$ cat src/rtl/spike_rate_encoder.sv
// Rate encoder: turns a count into an evenly spaced spike train over a
// window of 2**(n_stage+1) cycles using a Bresenham phase accumulator.
module spike_rate_encoder #(
   parameter int n_stage = 5
) (
   input  logic             clk,
   input  logic             rst_n,
   input  logic             in_valid,
   output logic             in_ready,
   input  logic [n_stage+1:0] count,
   output logic             spike_out,
   output logic             busy,
   output logic             done
);

   localparam int cw = n_stage + 2;
   localparam int sw = n_stage + 1;
   localparam logic [cw-1:0] win       = {1'b1, {sw{1'b0}}};
   localparam logic [sw-1:0] last_slot = '1;

   typedef enum logic {idle, run} state_t;

   state_t          state;
   logic [cw-1:0]   acc;
   logic [cw-1:0]   cnt_reg;
   logic [sw-1:0]   slot;
   logic [cw-1:0]   cnt_sat;
   logic [cw-1:0]   sum_run;

   // acc holds the phase for the next slot, so spike_out is registered
   // one step ahead and is stable for the whole slot.
   always_comb begin
      cnt_sat = (count > win) ? win : count;
      sum_run = acc + cnt_reg;
   end

   always_ff @(posedge clk or negedge rst_n) begin
      if (!rst_n) begin
         state     <= idle;
         acc       <= '0;
         cnt_reg   <= '0;
         slot      <= '0;
         spike_out <= 1'b0;
         done      <= 1'b0;
      end else begin
         case (state)
            idle: begin
               done      <= 1'b0;
               spike_out <= 1'b0;
               if (in_valid) begin
                  cnt_reg   <= cnt_sat;
                  slot      <= '0;
                  spike_out <= (cnt_sat >= win);
                  acc       <= (cnt_sat >= win) ? cnt_sat - win : cnt_sat;
                  state     <= run;
               end
            end
            run: begin
               if (slot == last_slot) begin
                  // acc has already wrapped back to zero after a full window
                  state     <= idle;
                  spike_out <= 1'b0;
                  done      <= 1'b1;
                  acc       <= '0;
               end else begin
                  slot      <= slot + 1'b1;
                  spike_out <= (sum_run >= win);
                  acc       <= (sum_run >= win) ? sum_run - win : sum_run;
               end
            end
            default: state <= idle;
         endcase
      end
   end

   assign in_ready = (state == idle);
   assign busy     = (state == run);

endmodule

$ cat config.mk
export PLATFORM = sky130hd
export DESIGN_NAME = spike_rate_encoder
export DESIGN_NICKNAME = d
export VERILOG_FILES = /design/src/rtl/spike_rate_encoder.sv
export SDC_FILE = /design/constraint.sdc
export NUM_CORES = 1
export LEC_CHECK = 0
export CAP_MARGIN = 20
export CORE_MARGIN = 2
export CORE_UTILIZATION = 49
export CTS_CLUSTER_DIAMETER = 120
export CTS_CLUSTER_SIZE = 8
export DETAILED_ROUTE_END_ITERATION = 7
export PLACE_DENSITY_LB_ADDON = 0.15
export SYNTH_ARGS = -nofsm -noshare
export SYNTH_HDL_FRONTEND = slang
export SYNTH_SLANG_ARGS = --single-unit
$ cat constraint.sdc
create_clock -name clk -period 1.8 [get_ports clk]
set_clock_uncertainty 0.2 [all_clocks]
set_input_delay 0.36 -clock clk [delete_from_list [all_inputs] [get_ports clk]]
set_output_delay 0.36 -clock clk [all_outputs]
set_load 0.02 [all_outputs]
# After elaboration in Yosys (flattened, before gate mapping)
# Index checks and enable logic that the tools add are counted.
dict set report totals {
  regBits 23
  wordCells 37
  out_inout_bits 4
  in_bits 10
}
dict set report classes {
  mux 17
  n_bitwise 1
  n_eq_ne 4
  addsub 4
  reduce_logical 2
  n_lt_le_gt_ge 3
}
# operator n
set ops {}
lappend ops {{two-way mux 7 bit} 5}
lappend ops {{>= comparator 7 bit, second input constant} 2}
lappend ops {{case mux 7 bit (2 select lines)} 1}
lappend ops {{subtractor 7 bit, second input constant} 2}
lappend ops {{two-way mux 6 bit} 2}
lappend ops {{case mux 6 bit (2 select lines)} 1}
lappend ops {{adder 7 bit} 1}
lappend ops {{> comparator 7 bit, second input constant} 1}
lappend ops {{adder 6 x 1 -> 6 bit, second input constant} 1}
lappend ops {{== test 6 bit, second input constant} 1}
lappend ops {{case mux 1 bit (2 select lines)} 3}
lappend ops {{two-way mux 1 bit} 5}
lappend ops {{!= test 2 bit, second input constant} 2}
lappend ops {{AND reduction 2 bit} 2}
lappend ops {{!= test 2 x 1 -> 1 bit, second input constant} 1}
lappend ops {{NOT 1 bit} 1}

# Logic depth before layout (Yosys ltp)
# Gate-level depths: netlist of run 1.
dict set report depth {
  ltp_word 6
  mapped_depth 7
}

# Worst setup path after synthesis of run 1
# No wires, ideal clock.
dict set report synth_timing {
  path_type {reg-to-reg}
  startpoint {register acc[0]}
  endpoint {register spike_out}
  path_stages_with_launch 8
  required_time_ns 1.513
  setup_time_ns 0.087
  arrival_ns 1.540
  path_buffers 0
  setup_slack_ns -0.027
  path_cell_list {dfrtp_1 > ha_1 > inv_1 > fa_1 > nor2b_1 > o2111ai_1 > a211o_1 > o211ai_1}
}
dict set report synth_via {
  elab_chain_len 4
}
# element line_no
set synth_rtl {}
lappend synth_rtl {{from (decl)} 24} ;# logic [cw-1:0] acc;
lappend synth_rtl {{from (signal assigned)} 54} ;# acc <= (cnt_sat >= win) ? cnt_sat - win : cnt_sat;
lappend synth_rtl {{from (signal assigned)} 68} ;# acc <= (sum_run >= win) ? sum_run - win : sum_run;
lappend synth_rtl {{adder 7 bit} 34} ;# sum_run = acc + cnt_reg;
lappend synth_rtl {{>= comparator 7 bit} 67} ;# spike_out <= (sum_run >= win);
lappend synth_rtl {{two-way mux 1 bit} 59} ;# if (slot == last_slot) begin
lappend synth_rtl {{case mux 1 bit (2 select lines)} 46} ;# case (state)
lappend synth_rtl {{to (signal assigned)} 53} ;# spike_out <= (cnt_sat >= win);
lappend synth_rtl {{to (signal assigned)} 67}
lappend synth_rtl {{to (decl)} 11} ;# output logic spike_out,
# Every way passes these cells.
# A chain may end at the register's enable or synchronous reset.

# Worst setup path after layout of run 1
# Same ends and word-level chain as after synthesis.

==> results of run 1 <==
-- where the power goes --
group	internal (µW)	switching, µW
clock network	86.3	153
registers	667	122
logic	422	405
total	1180	680
-- cells in the final DEF, fill, tap and decap left out, types with 3 or more instances in the layout --
cell             instances
nand3_1                  7
mux2i_1                  3
a21oi_1                  8
clkbuf_4                 3
nand2b_1                 4
clkdlybuf4s50_1          9
nand2_1                 10
nor2_1                   7
ha_1                     5
nor3_1                   5
o21ai_0                  7
buf_4                   12
nor2b_1                  4
inv_1                    6
mux2_2                   3
dlygate4sd2_1            3
dfrtp_1                 23
o21a_1                   3
o32a_1                   3
-- repair_timing --
item / in CTS / in global routing
endpoints found under the setup margin: 7 / 5
resized for setup: 9 / 2
pin swaps: 2 / 1
buffers inserted: 1 / 1
-- routing by layer --
layer	track usage	up-vias	part of all wire
met5	0	-	0
met4	0.06911	0	0.010
met3	0.02957	4	0.030
met2	0.3750	10	0.48
met1	0.2470	495	0.48
li1	-	520	-
-- logic make-up after synthesis --
family,after synthesis,share of synthesized area
and+or+nand+nor,43,0.1690
AOI/OAI and AO/OA,35,0.1837
xor gates and xnor gates,3,0.02063
adders and majority gates,8,0.08448
buffers and inverters,12,0.04028
DFF,23,0.4519
muxes,6,0.05010
-- final timing paths --
check	startpoint	endpoint	slack, ns	cells past startpoint
worst max-delay path	acc[0]$_DFFE_PN0P_	spike_out$_DFF_PN0_	-0.08	7
worst max register to register	acc[0]$_DFFE_PN0P_	spike_out$_DFF_PN0_	-0.08	7
max in group asynchronous	rst_n	cnt_reg[2]$_DFFE_PN0P_	0.97	2
worst min register to register	cnt_reg[2]$_DFFE_PN0P_	cnt_reg[2]$_DFFE_PN0P_	0.31	2
min in group clk	cnt_reg[2]$_DFFE_PN0P_	cnt_reg[2]$_DFFE_PN0P_	0.31	2
worst min-delay path	rst_n	slot[2]$_DFFE_PN0P_	0.19	2
-- critical path: cells and delay by family, from the launching register on --
family,cells,cell delay (ns)
adders and majority gates,2,0.55
AOI/OAI and AO/OA,3,0.50
DFF,1,0.39
and+or+nand+nor,1,0.14
buffers and inverters,1,0.04
-- final cells by class --
cell class              count  area (µm²)  area share
multi-input cells          95       683.2      0.4365
inverters                   7       26.28     0.01679
flip-flops and latches     23       575.6      0.3677
repair buffers             25       216.5      0.1383
clock buffers               4       26.28     0.01679
well taps                  30       37.54     0.02398
-- stage by stage --
step / power (µW) / utilization / hold WS, ns / instances
floorplan: 1333 / - / -0.1356 / 130
CTS: 1853 / 0.6273 / 0.1970 / 183
global placement: 1536 / 0.6066 / 0.2741 / 178
global route: 2017 / 0.6318 / 0.2344 / 184
detailed placement: 1566 / 0.6066 / 0.2830 / 178
finish: 1855 / 0.6318 / 0.1935 / 184
==> flow_summary.ini, run 1 <==
[grt]
grtUsageTotal = 0.2061
first_global_vias = 1035
antenna_found_initial = 0
grt_max_degree = 24
overflow = 0
grt_pass1_wl_um = 4443

[logic_synthesis]
synth.area.top_cells = dfrtp_1, ha_1, a21oi_1
syn_area_mm2 = 0.001274
ys_ff_latch = 23
synth_top_area_share = 0.4519
seq_area_frac_synth = 0.4519
mappedNetlistNets = 148
yosys-top-cells-count = dfrtp_1, nand2_1, a21oi_1
yosysWarnings = 0
synth_cells = 130
ys_types = 36
async_flop_share = 1.000
ys.flop_type = dfrtp_1
synth.most_common_cell = dfrtp_1
synth_area_per_cell_um2 = 9.798
synth_edf_count = 0
synth_top_cell_by_area = dfrtp_1

[drt]
drt-total-wl_um = 2619
drt_iter0_markers = 10
vias_per_cell = 5.592
first_pass_iters = 2
ant_nets = 0
vias = 1029
wl_per_cell_um = 14.23
drcViolationCount = 0

[worst_setup_path]
crit_slowest_cell = dfrtp_1
cp-end-kind = register
slowest_delay_ns = 0.39
path_max_fanout = 3
cp_data_arrival_time_ns = 1.91
required_ns = 1.84
path_cells = ha_2 > inv_2 > fa_2 > nor2b_4 > o2111ai_2 > a211o_1 > o211ai_1
setup.worst_path.start_class = register
path_class = register to register

[sta]
slew_viol_final = 0
tightest_slew_ns = 0.3015
layout_setup_ws_ns = -0.07800
rsz0062_at_grt = yes
slew_headroom = 0.7990
clock.fmax_mhz = 532.5
period_needed_ns = 1.878
hold_viol = 0
setup-tns-final_ns = -0.1025
finalSetupViolCount = 2
fin_crit_sh = 1.043

[final_layout]
fillers = 220
area_growth_pct = 22.89
drive_gt1_frac = 0.1883
final_nets = 173
num_antenna_cells = 0
final_area_mm2 = 0.001565

[place]
io_buffers = 13
pre_cts_ws_ns = -0.08885
gp_congestion = 0.7655
placed_area_mm2 = 0.001503
hpwl_um = 1888

[clocking]
cts_root_buf = clkbuf_4
cts_max_path_buffers = 2
tritoncts.num_buffers = 3
postCtsHoldBufs = 0
insertion_delay_ns = 0.31
clk_pin_slew_ns = 0.13
clock-sinks = 23
cts_tree = built
htreeDepth = 1

[die]
core_mm2 = 0.002477
placementRows = 18
die_y_um = 54.99
die_w_um = 54.99
io_pins = 14
die-area_mm2 = 0.003023
initial_utilization = 0.5141

[pwr]
leakage_uw = 0.0007231
ir_drop_uv = 716.7
pwr_density_cell_mw_per_mm2 = 1185

[run_status]
status = finished with violations
failed_checks = setup timing

[hold_path]
worstHoldPathType = primary input to async pin

[flow_run]
maxCapViolations = 0
No activity file was read; power rests on OpenSTA's default activity.
==> run 2: changes to the inputs <==
--- a/config.mk
+++ b/config.mk
@@ -11,7 +11,7 @@
 export CTS_CLUSTER_DIAMETER = 120
 export CTS_CLUSTER_SIZE = 8
 export DETAILED_ROUTE_END_ITERATION = 7
-export PLACE_DENSITY_LB_ADDON = 0.15
+export PLACE_DENSITY = 0.74
 export SYNTH_ARGS = -nofsm -noshare
 export SYNTH_HDL_FRONTEND = slang
 export SYNTH_SLANG_ARGS = --single-unit
==> run 2 against run 1 <==
  * The run still ends with setup timing left
  * Register-to-register slack about the same
  * Setup slack got worse by 0.0042 ns
  * Cell count increased by 3.8%
  * Die area unchanged
  * Count of clock-buffer cells in the layout decreased by 1
  * Global-route usage increased by 2.5 points
  * Sequential power increased by 2.8%
  * Via count increased by 5.7%
  * Sequential share of layout area decreased by 1.8 points
  * Hold slack got worse by 0.016 ns
  * Wire length increased by 12%
  * Critical endpoint unchanged
  * Largest power group unchanged
  * Highest routed layer unchanged
==> flow_summary.ini, run 2 (synthesized netlist as in run 1, its figures left out) <==
[place]
placed_area_mm2 = 0.001510
io_buffers = 13
pre_cts_ws_ns = -0.09674
gp_congestion = 0.8177
hpwl_um = 1999

[pwr]
leakage_uw = 0.0007603
ir_drop_uv = 957.1
pwr_density_cell_mw_per_mm2 = 1258

[die]
io_pins = 14
die_y_um = 54.99
die-area_mm2 = 0.003023
initial_utilization = 0.5141
core_mm2 = 0.002477
placementRows = 18
die_w_um = 54.99

[final_layout]
final_nets = 180
multiInputGateArea_um2 = 713.2
regArea_um2 = 575.6
drive_gt1_frac = 0.2547
final_common_cell = dfrtp_1
final_area_mm2 = 0.001648
area_growth_pct = 29.37
final_cell_mix = dfrtp_1, buf_4, nand2_1, clkdlybuf4s50_1, a21oi_1
num_antenna_cells = 0
fillers = 219

[sta]
setup-tns-final_ns = -0.1516
slew_viol_final = 0
layout_setup_ws_ns = -0.08220
period_needed_ns = 1.882
hold_viol = 0
fin_crit_sh = 1.046
worst_hold_slack_ns = 0.1774
slew_headroom = 0.7916
finalSetupViolCount = 2
clock.fmax_mhz = 531.3
tightest_slew_ns = 0.3117
rsz0062_at_grt = yes

[flow_run]
maxCapViolations = 0

[grt]
first_global_vias = 1122
grtUsageMet1 = 0.2803
grtUsageMet3 = 0.03226
antenna_found_initial = 0
met2_usage = 0.4008
grtUsageTotal = 0.2311
grt_pass1_wl_um = 4919
grt_max_degree = 24
globalRoute.busiestLayer = met2
overflow = 0

[drt]
wl_per_cell_um = 15.42
drt-total-wl_um = 2945
drt_iter0_markers = 21
first_pass_iters = 4
vias = 1088
vias_per_cell = 5.696
ant_nets = 0
drcViolationCount = 0

[worst_setup_path]
slowest_delay_ns = 0.38
setup.worst_path.start_class = register
cp_data_arrival_time_ns = 1.93
path_max_fanout = 3
path_cells = ha_2 > inv_2 > fa_2 > nor2b_4 > o2111ai_2 > a211o_1 > o211ai_1
required_ns = 1.84
cp-end-kind = register
crit_slowest_cell = dfrtp_1
path_class = register to register

[clocking]
insertion_delay_ns = 0.32
postCtsHoldBufs = 0
tritoncts.num_buffers = 3
htreeDepth = 1
cts_root_buf = clkbuf_4
clk_pin_slew_ns = 0.13
cts_tree = built
clock-sinks = 23
cts_max_path_buffers = 2

[hold_path]
worstHoldPathType = primary input to async pin

[run_status]
status = finished with violations
failed_checks = setup timing
-- run 2: cell types whose count changed in the layout (fill, tap and decap cells not counted), sizes merged --
cell           change
buf                +7
clkbuf             -1
clkdlybuf4s15      -1
clkinv             +1
dlygate4sd2        +1
-- run 2: final timing paths --
path                                   startpoint                     end  slack (ns)  cells past startpoint
max                        cnt_reg[0]$_DFFE_PN0P_     spike_out$_DFF_PN0_       -0.08                      7
min                                         rst_n  cnt_reg[3]$_DFFE_PN0P_        0.18                      2
max reg2reg                cnt_reg[0]$_DFFE_PN0P_     spike_out$_DFF_PN0_       -0.08                      7
min reg2reg                cnt_reg[6]$_DFFE_PN0P_  cnt_reg[6]$_DFFE_PN0P_        0.32                      2
max in group asynchronous                   rst_n  cnt_reg[1]$_DFFE_PN0P_        0.99                      2
min in group clk           cnt_reg[6]$_DFFE_PN0P_  cnt_reg[6]$_DFFE_PN0P_        0.32                      2
-- run 2: layout make-up --
| cell class | count | share of cell area |
|---|---|---|
| multi-input combinational | 95 | 0.4328 |
| sequential | 23 | 0.3493 |
| timing repair buffer | 32 | 0.1625 |
| tap | 30 | 0.02278 |
| inverter | 7 | 0.01595 |
| clock buffer | 3 | 0.01367 |
| clock inverter | 1 | 0.003037 |
-- run 2: stage by stage --
stage,instances,util,total power [µW]
finish,191,0.6652,2072
floorplan,130,-,1333
global placement,179,0.6096,1552
global route,191,0.6652,2239
CTS,186,0.6369,1929
detailed placement,179,0.6096,1606
-- run 2: critical path, delay by kind of cell, from the launching register on --
family	cells	cell delay [ns]
DFF	1	0.38
AOI/OAI and AO/OA	3	0.49
buffers and inverters	1	0.04
and+or+nand+nor	1	0.16
adders and majority gates	2	0.55
-- run 2: power by group --
group	internal, µW	switching [µW]	leakage [µW]
logic	550	468	0.000453
clock network	83.2	159	0.0000177
registers	667	144	0.000290
-- run 2: metal layers --
layer  part of all wire  vias up  wire [µm]
met4              0.028        0         81
met3              0.031        7         90
met5                  0        -          0
met2               0.50       27       1487
met1               0.44      525       1286
li1                   -      529          -
-- run 2: repair_timing --
action | in CTS | in global routing
resized for setup | 9 | 5
setup endpoints to repair | 7 | 10
setup buffers | 3 | 5
cloned | 0 | 0
pin swaps | 2 | 3
==> run 3: changes to the inputs <==
--- a/config.mk
+++ b/config.mk
@@ -12,6 +12,7 @@
 export CTS_CLUSTER_SIZE = 8
 export DETAILED_ROUTE_END_ITERATION = 7
 export PLACE_DENSITY = 0.74
+export RECOVER_POWER = 50
 export SYNTH_ARGS = -nofsm -noshare
 export SYNTH_HDL_FRONTEND = slang
 export SYNTH_SLANG_ARGS = --single-unit
==> run 3 against run 2 <==
  * The flow still finishes with violations (setup timing)
  * Non-clock buffer count is the same
  * Count of clock-buffer cells in the layout is the same
  * Utilization decreased by 0.10 points
  * Wire length about the same
  * Cell area fell by 0.15%
  * Sequential power about the same
  * Die area did not move
  * Via count is the same
  * Clock power is essentially flat
  * Global-route usage stayed put
  * Critical path depth is the same
  * Cell count unchanged
  * Critical endpoint unchanged
  * Highest routed layer unchanged
==> flow_summary.ini, run 3 (synthesized netlist as in run 1, its figures left out) <==
[grt]
overflow = 0
grtUsageMet3 = 0.03226
grtUsageMet1 = 0.2803
first_global_vias = 1122
globalRoute.busiestLayer = met2
grtUsageTotal = 0.2311
antenna_found_initial = 0
met2_usage = 0.4008
grt_pass1_wl_um = 4919
grt_max_degree = 24

[die]
die_y_um = 54.99
die_w_um = 54.99
initial_utilization = 0.5141
die-area_mm2 = 0.003023
core_mm2 = 0.002477
placementRows = 18
io_pins = 14

[pwr]
ir_drop_uv = 957.1
leakage_uw = 0.0007599
power_uw = 2071
pwr_density_cell_mw_per_mm2 = 1259

[final_layout]
final_cell_mix = dfrtp_1, buf_4, nand2_1, a21oi_1, clkdlybuf4s50_1
drive_gt1_frac = 0.2547
area_growth_pct = 29.17
final_area_mm2 = 0.001645
final_nets = 180
num_antenna_cells = 0
final_common_cell = dfrtp_1

[clocking]
cts_max_path_buffers = 2
cts_root_buf = clkbuf_4
cts_tree = built
postCtsHoldBufs = 0
clk_pin_slew_ns = 0.13
clock-sinks = 23
htreeDepth = 1
tritoncts.num_buffers = 3
insertion_delay_ns = 0.32

[run_status]
failed_checks = setup timing
status = finished with violations

[worst_setup_path]
setup.worst_path.start_class = register
path_class = register to register
cp-end-kind = register
required_ns = 1.84
cp_data_arrival_time_ns = 1.93
path_max_fanout = 3

[drt]
vias_per_cell = 5.696
ant_nets = 0
drt-total-wl_um = 2944
wl_per_cell_um = 15.41
drt_iter0_markers = 21
vias = 1088
first_pass_iters = 4
drcViolationCount = 0

[sta]
clock.fmax_mhz = 531.3
slew_headroom = 0.6184
tightest_slew_ns = 0.5724
slew_viol_final = 0
period_needed_ns = 1.882
worst_hold_slack_ns = 0.3204
hold_viol = 0
rsz0062_at_grt = yes
finalSetupViolCount = 2
layout_setup_ws_ns = -0.08220
fin_crit_sh = 1.046

[flow_run]
maxCapViolations = 0

[place]
io_buffers = 13
placed_area_mm2 = 0.001510
hpwl_um = 1999
gp_congestion = 0.8177

[hold_path]
worstHoldPathType = register to register
==> run 3: changes by cell type in the layout (fill, tap and decap cells not counted) <==
cell             delta
dlygate4sd3_1       +1
clkdlybuf4s50_1     -1
clkbuf_2            +1
buf_4               -1
==> run 3: final timing paths <==
kind / from / endpoint / slack [ns] / cells past startpoint
worst max-delay path: cnt_reg[0]$_DFFE_PN0P_ / spike_out$_DFF_PN0_ / -0.08 / 7
worst min-delay path: cnt_reg[6]$_DFFE_PN0P_ / cnt_reg[6]$_DFFE_PN0P_ / 0.32 / 2
worst max register to register: cnt_reg[0]$_DFFE_PN0P_ / spike_out$_DFF_PN0_ / -0.08 / 7
worst min register to register: cnt_reg[6]$_DFFE_PN0P_ / cnt_reg[6]$_DFFE_PN0P_ / 0.32 / 2
max in group asynchronous: rst_n / cnt_reg[1]$_DFFE_PN0P_ / 0.67 / 2
min in group asynchronous: rst_n / cnt_reg[3]$_DFFE_PN0P_ / 0.35 / 2
==> run 3: cell type report <==
| cell class | instances | area [µm²] |
|---|---|---|
| Inverter | 7 | 26.28 |
| Fill cell | 220 | 832.0 |
| Clock inverter | 1 | 5.005 |
| Sequential cell | 23 | 575.6 |
| Timing Repair Buffer | 32 | 265.3 |
| Tap cell | 30 | 37.54 |
| Clock buffer | 3 | 22.52 |
| Multi-Input combinational cell | 95 | 713.2 |
==> run 3: timing repair <==
item	4_1_cts	5_1_grt
resized for setup	9	5
gates cloned	0	0
endpoints found under the setup margin	7	10
setup buffers	3	5
pin swaps	2	3
==> run 3: worst max-delay path: stages (launching register included) <==
cell	delay, ns
dfrtp_1	0.38
ha_2	0.19
inv_2	0.04
fa_2	0.36
nor2b_4	0.16
o2111ai_2	0.12
a211o_1	0.28
o211ai_1	0.09
==> run 3: stage by stage <==
| stage | TNS, ns | std cells | setup slack (ns) | util |
|---|---|---|---|---|
| after floorplan | 0 | 130 | 0.03729 | - |
| after global placement | -0.006790 | 179 | -0.006790 | 0.6096 |
| after detailed placement | -0.1884 | 179 | -0.09674 | 0.6096 |
| after CTS | -0.1495 | 186 | -0.1117 | 0.6369 |
| after global routing | -0.2822 | 191 | -0.1372 | 0.6641 |
| final | -0.1516 | 191 | -0.08220 | 0.6641 |
==> run 3: power by group <==
| group | switching (µW) | leakage (µW) | internal [µW] |
|---|---|---|---|
| Clock | 159 | 0.0000177 | 83.2 |
| Sequential | 144 | 0.000290 | 667 |
| Combinational | 468 | 0.000452 | 549 |
| Total | 771 | 0.000760 | 1300 |
==> run 3: per-layer routing <==
layer | routed length [µm] | share of wire
met2 | 1486 | 0.50
met5 | 0 | 0
met1 | 1286 | 0.44
met3 | 90 | 0.031
met4 | 81 | 0.028
